<file path="src/rtl/multicycle_ctrl.sv">
// Multi-cycle RV32I control sequencer (addi/add/sub/beq/bne subset).
// Walks FETCH -> DECODE -> EXEC for every instruction, owns the PC and the
// instruction register, and drives the register-file/ALU datapath controls.
//
// Ports:
//   clk, rst       clock, asynchronous active-high reset
//   en             advance enable; low holds all state and blocks writes
//   instr          synchronous instruction memory read data
//   eq             datapath compare flag used to resolve branches
//   instr_addr, pc instruction fetch address / current program counter
//   regWrite       register file write enable (EXEC only)
//   ALUctrl        000 add, 001 sub
//   ALUsrc         0 = rd2, 1 = ImmOp
//   ImmOp          sign-extended immediate for the instruction in IR
//   rs1, rs2, rd   register addresses from IR
//   state          FETCH 00, DECODE 01, EXEC 10, ERR 11
//   retired        retired instruction count (wraps)
//   err            high while trapped in ERR
module multicycle_ctrl #(
   parameter int unsigned          A_WIDTH  = 5,
   parameter int unsigned          D_WIDTH  = 32,
   parameter int unsigned          PC_WIDTH = 32,
   parameter logic [PC_WIDTH-1:0]  RESET_PC = '0
) (
   input  logic                 clk,
   input  logic                 rst,
   input  logic                 en,
   input  logic [D_WIDTH-1:0]   instr,
   input  logic                 eq,
   output logic [PC_WIDTH-1:0]  instr_addr,
   output logic [PC_WIDTH-1:0]  pc,
   output logic                 regWrite,
   output logic [2:0]           ALUctrl,
   output logic                 ALUsrc,
   output logic [D_WIDTH-1:0]   ImmOp,
   output logic [A_WIDTH-1:0]   rs1,
   output logic [A_WIDTH-1:0]   rs2,
   output logic [A_WIDTH-1:0]   rd,
   output logic [1:0]           state,
   output logic [15:0]          retired,
   output logic                 err
);

   localparam int unsigned RET_WIDTH = 16;
   localparam logic [D_WIDTH-1:0] NOP = D_WIDTH'(32'h0000_0013);

   localparam logic [6:0] OP_IMM    = 7'b0010011;
   localparam logic [6:0] OP_REG    = 7'b0110011;
   localparam logic [6:0] OP_BRANCH = 7'b1100011;

   typedef enum logic [1:0] {
      FETCH  = 2'b00,
      DECODE = 2'b01,
      EXEC   = 2'b10,
      ERR    = 2'b11
   } state_t;

   state_t                  state_q, state_d;
   logic [PC_WIDTH-1:0]     pc_q, pc_d;
   logic [D_WIDTH-1:0]      ir_q, ir_d;
   logic [RET_WIDTH-1:0]    retired_q, retired_d;

   logic [6:0]              opcode;
   logic [2:0]              funct3;
   logic [6:0]              funct7;
   logic                    is_addi, is_add, is_sub, is_beq, is_bne;
   logic                    is_alu, is_branch, legal, taken;
   logic [D_WIDTH-1:0]      imm_i, imm_b, imm;
   logic [PC_WIDTH-1:0]     imm_pc, pc_seq, pc_target;
   logic                    regwrite_c;
   logic [2:0]              aluctrl_c;

   // Instruction decode, purely from IR
   always_comb begin
      opcode    = ir_q[6:0];
      funct3    = ir_q[14:12];
      funct7    = ir_q[31:25];
      is_addi   = (opcode == OP_IMM) && (funct3 == 3'b000);
      is_add    = (opcode == OP_REG) && (funct3 == 3'b000) && (funct7 == 7'b0000000);
      is_sub    = (opcode == OP_REG) && (funct3 == 3'b000) && (funct7 == 7'b0100000);
      is_beq    = (opcode == OP_BRANCH) && (funct3 == 3'b000);
      is_bne    = (opcode == OP_BRANCH) && (funct3 == 3'b001);
      is_alu    = is_addi | is_add | is_sub;
      is_branch = is_beq | is_bne;
      legal     = is_alu | is_branch;
      taken     = (is_beq & eq) | (is_bne & ~eq);
      imm_i     = {{(D_WIDTH-12){ir_q[31]}}, ir_q[31:20]};
      imm_b     = {{(D_WIDTH-13){ir_q[31]}}, ir_q[31], ir_q[7], ir_q[30:25], ir_q[11:8], 1'b0};
      imm       = is_branch ? imm_b : imm_i;
      imm_pc    = PC_WIDTH'($signed(imm));
      pc_seq    = pc_q + PC_WIDTH'(4);
      pc_target = pc_q + imm_pc;
   end

   // Next-state and control outputs
   always_comb begin
      state_d    = state_q;
      pc_d       = pc_q;
      ir_d       = ir_q;
      retired_d  = retired_q;
      regwrite_c = 1'b0;
      aluctrl_c  = 3'b000;

      // ALU op is a pure EXEC decode; en only gates state and writes
      if (state_q == EXEC && (is_sub || is_branch)) begin
         aluctrl_c = 3'b001;
      end

      if (en) begin
         case (state_q)
            FETCH: begin
               state_d = DECODE;
            end
            DECODE: begin
               ir_d    = instr;
               state_d = EXEC;
            end
            EXEC: begin
               if (!legal) begin
                  state_d = ERR;
               end else if (is_branch && taken && imm[1]) begin
                  // misaligned branch target traps without moving pc
                  state_d = ERR;
               end else begin
                  pc_d       = (is_branch && taken) ? pc_target : pc_seq;
                  retired_d  = retired_q + RET_WIDTH'(1);
                  regwrite_c = is_alu && (ir_q[11:7] != 5'd0);
                  state_d    = FETCH;
               end
            end
            ERR: begin
               state_d = ERR;
            end
         endcase
      end
   end

   // State register
   always_ff @(posedge clk or posedge rst) begin
      if (rst) begin
         state_q   <= FETCH;
         pc_q      <= RESET_PC;
         ir_q      <= NOP;
         retired_q <= '0;
      end else begin
         state_q   <= state_d;
         pc_q      <= pc_d;
         ir_q      <= ir_d;
         retired_q <= retired_d;
      end
   end

   assign instr_addr = pc_q;
   assign pc         = pc_q;
   assign regWrite   = regwrite_c;
   assign ALUctrl    = aluctrl_c;
   assign ALUsrc     = is_addi;
   assign ImmOp      = imm;
   assign rs1        = A_WIDTH'(ir_q[19:15]);
   assign rs2        = A_WIDTH'(ir_q[24:20]);
   assign rd         = A_WIDTH'(ir_q[11:7]);
   assign state      = state_q;
   assign retired    = retired_q;
   assign err        = (state_q == ERR);

endmodule

</file>
<file path="config.mk">
export PLATFORM = sky130hd
export DESIGN_NAME = multicycle_ctrl
export DESIGN_NICKNAME = d
export VERILOG_FILES = /design/src/rtl/multicycle_ctrl.sv
export SDC_FILE = /design/constraint.sdc
export NUM_CORES = 1
export LEC_CHECK = 0
export CAP_MARGIN = 40
export CORE_MARGIN = 5
export CORE_UTILIZATION = 53
export CTS_CLUSTER_DIAMETER = 100
export CTS_CLUSTER_SIZE = 25
export DETAILED_ROUTE_END_ITERATION = 16
export HOLD_SLACK_MARGIN = 0.12
export PLACE_DENSITY = 0.94
export SLEW_MARGIN = 20
export SYNTH_ARGS = -nofsm -noshare
export SYNTH_HDL_FRONTEND = slang
export SYNTH_SLANG_ARGS = --single-unit
</file>
<file path="constraint.sdc">
create_clock -name clk -period 5.5 [get_ports clk]
set_input_delay 1.1 -clock clk [delete_from_list [all_inputs] [get_ports clk]]
set_output_delay 1.1 -clock clk [all_outputs]
set_load 0.005 [all_outputs]
</file>
==> impl_results.md <==
- Routability cong.: around 0.93
- Drc violations: 0
- Initial detailed-routing violation count: 417
- Fmax: ~220 MHz
- R2R Path End: instr_addr[26]
- Met2 WL post-DR: ~8.6 mm
- Synth warnings: 0
- Num CTS Buffers: 9
- Post-Place Cells: between 900 and 1000
- Dpl ws: 1170 ps
- Yosys cell types: 70
- ANT nets after route: 0
- Met3 wire length: roughly 1.3 mm
- Post_cts resized: 0
- Ant. Diodes: 0
- Critical path's largest stage delay: around 600 ps
- Via count: roughly 5600
- FF-to-FF path depth: 15
- Max VDD drop: around 250 uV
- Critical Path End Type: output pin
- Io pins: approximately 170
- #FFs+latches synth: between 80 and 90
- Top FF cell, synth: dfrtp_1
- Routed length per instance: 18.6 um
- Area grow syn2layout: 25.5%
- Max-slew violation count: 0
- Status: completed
- Number of flops mapped to enable cells by yosys: 0
- Static Leak: about 3.4 nW
- Share of cells above drive strength 1: 0.123
- Met1 Routed Length: a little under 7 mm
- Clock slew at reported path FFs: ~60 ps
- Crit path launch type: input port
- Post-route setup TNS: 0 ps
- Cell type with the largest total area after synthesis: dfrtp_1
- Synth area leaders: dfrtp_1 32%, buf_4 9.1%, mux2_2 7.2%
- CP max-delay cell: clkdlybuf4s50_1
- Shortest period the worst path allows: 4480 ps
- Share of the synthesized area in the top cell type: 0.316
- Post-Route WL: 17.3 mm
- Syn avg cell area: 8.97 um^2
- Initial antenna violation count: 0
- Flop2flop setup slack: approximately 1200 ps
- Vias per cell: 5.96
- Final Cycle Share: 0.814
- Final setup violation count: 0
- Total Die Area: 0.0141 mm^2
- H-tree Lvls: 3
- Detailed Place HPWL: about 12 mm
- Hold Path End: retired[15]
- Setup repair bufs after CTS: 0
- Largest net degree at the start of global routing: between 40 and 50
- Setup WS post-layout: ~1000 ps
- Setup Skew: about 11 ps
- Worst-Margin Slew: about 670 ps
- DRT Pass-1 Iters: 5
- Starting Density: 0.543
- Critical path fanouts, max: 5
- Ordered list of cells on the worst path: clkdlybuf4s50_1 > xnor2_1 > nor2_1 > a22oi_2 > and3_1 > nor3b_1 > clkdlybuf4s50_1
- Clk buf depth: 2
- Fill cells: 854
- CTS Sinks: 82
- Max-cap violation count: 0
- Worst Path Arrival: ~3400 ps
- Hold Path Class: flip-flop to flip-flop
- GR Util All Layers: 0.242
- Reg-to-Reg Start: ir_q[1]
- Sequential fraction of the synthesis area: 0.328
- Crit path max-delay family: buffers and inverters
- Cell Count, Final, Fillers Out: around 930
- GRT Residual Overflow: 0
- Clk_lat worst skew: approximately 350 ps
- Slew HR: 0.551
- Highest layer used for signal routing: met4
- Worst hold start: retired[15]
- IO buf count: between 150 and 200
- Cell Area, Synth: about 0.0063 mm^2
- Fin. Hold Viols: 0
- Power density cells: 244 mW/mm^2
- Required time worst endpoint: approximately 4400 ps
- Most frequent cells in the layout: 168 x clkdlybuf4s50_1, 79 x dfrtp_1, 68 x a21oi_1
- Syn Inst Count: between 600 and 700
- WP buf/inv: 2
- RSZ-0062 raised after global routing: false
- Core area: about 0.012 mm^2
- Post-synth ARST share: 1.00
- Worst setup path class: input port to output pin
- Post-CTS Hold Fix Bufs: 0
- Layout Nets: between 800 and 900
- Commonest non-fill, non-tap cell in the layout: clkdlybuf4s50_1
- Hold path depth: 1
- CTS tree: built
- Worst path most repeated cell: clkdlybuf4s50_1
- Global-route wire length before repair: ~28 mm
- FP Rows: 39
- Chip Height: between 100 and 150 um
- Die extent in x: around 120 um
- Vias in the first global route: roughly 5400
- Root Buffer: clkbuf_16
[cell type report]
| class | instances | area [um^2] | area share |
|---|---|---|---|
| clock buffer | 9 | 225 | 0.0287 |
| timing repair buffer | 177 | 1780 | 0.227 |
| clock inverter | 7 | 77.6 | 0.00987 |
| inverter | 12 | 46.3 | 0.00589 |
| tap | 143 | 179 | 0.0228 |
| sequential | 82 | 2060 | 0.262 |
| multi-input combinational | 503 | 3490 | 0.444 |
[cell families after synthesis]
logic type               count (synthesis)  synth area share
multiplexers                            44            0.0784
adder cells (fa/ha/maj)                 35            0.0712
buffers and inverters                  114             0.115
XOR/XNOR                                40            0.0560
other                                    1          0.000599
flip-flops                              82             0.328
AND/OR/NAND/NOR                        206             0.168
AO/OA/AOI/OAI                          176             0.183
[Yosys cell counts (3+ instances only)]
| master | count |
|---|---|
| o211ai_1 | 5 |
| a21o_2 | 3 |
| ha_1 | 34 |
| a21o_1 | 12 |
| a31oi_1 | 3 |
| and2_1 | 4 |
| buf_2 | 5 |
| mux2i_1 | 4 |
| o21ai_0 | 32 |
| a21oi_2 | 3 |
| nor3_1 | 7 |
| nand3_1 | 29 |
| o31ai_1 | 3 |
| a21oi_1 | 68 |
| and3_1 | 13 |
| nand4_1 | 15 |
| o21bai_1 | 5 |
| a21boi_0 | 3 |
| mux2_2 | 40 |
| buf_4 | 76 |
| o21a_1 | 9 |
| inv_1 | 11 |
| clkbuf_1 | 19 |
| nand2_1 | 56 |
| o22ai_1 | 8 |
| nand2b_1 | 6 |
| nor4_1 | 4 |
| nor2_1 | 45 |
| o32ai_1 | 3 |
| nor2b_1 | 6 |
| dfrtp_1 | 79 |
| xnor2_1 | 23 |
| dfstp_2 | 3 |
| xor2_1 | 17 |
[registers in the layout (all words and copies together), names as in the netlist]
| name | count |
|---|---|
| state | 2 |
| ir_q | 32 |
| retired | 16 |
| instr_addr | 32 |
[metrics by stage]
stage                     power (mW)   util  hold slack [ps]  area, um^2
final                           1.92  0.682              484        7860
after global routing            2.01  0.682              493        7860
after CTS                       1.93  0.681              484        7840
after detailed placement        1.30  0.654              471        7530
after global placement          1.27  0.652              464        7510
after floorplan                 1.12      -              465        6260
[where the power goes]
group          internal [mW]  switching, mW  total (mW)
Combinational          0.314          0.265       0.580
Clock                  0.355          0.263       0.618
Sequential             0.664         0.0550       0.719
Total                   1.33          0.584        1.92
[routing by layer]
metal,vias up,track usage
li1,2597,-
met1,2647,0.289
met2,264,0.408
met3,51,0.0712
met4,0,0.101
met5,-,0
[how the worst max path moves through the flow]
stage                       start        endpoint  slack, ps  depth (start not counted)
final                          eq        regWrite       1020                          7
after global routing           eq        regWrite        970                          7
after CTS                      eq        regWrite       1080                          7
after detailed placement       eq        regWrite       1170                          7
after global placement         eq        regWrite       1240                          7
after floorplan           ir_q[1]  instr_addr[30]       1970                         16
Power figures use the tool's default switching activity.
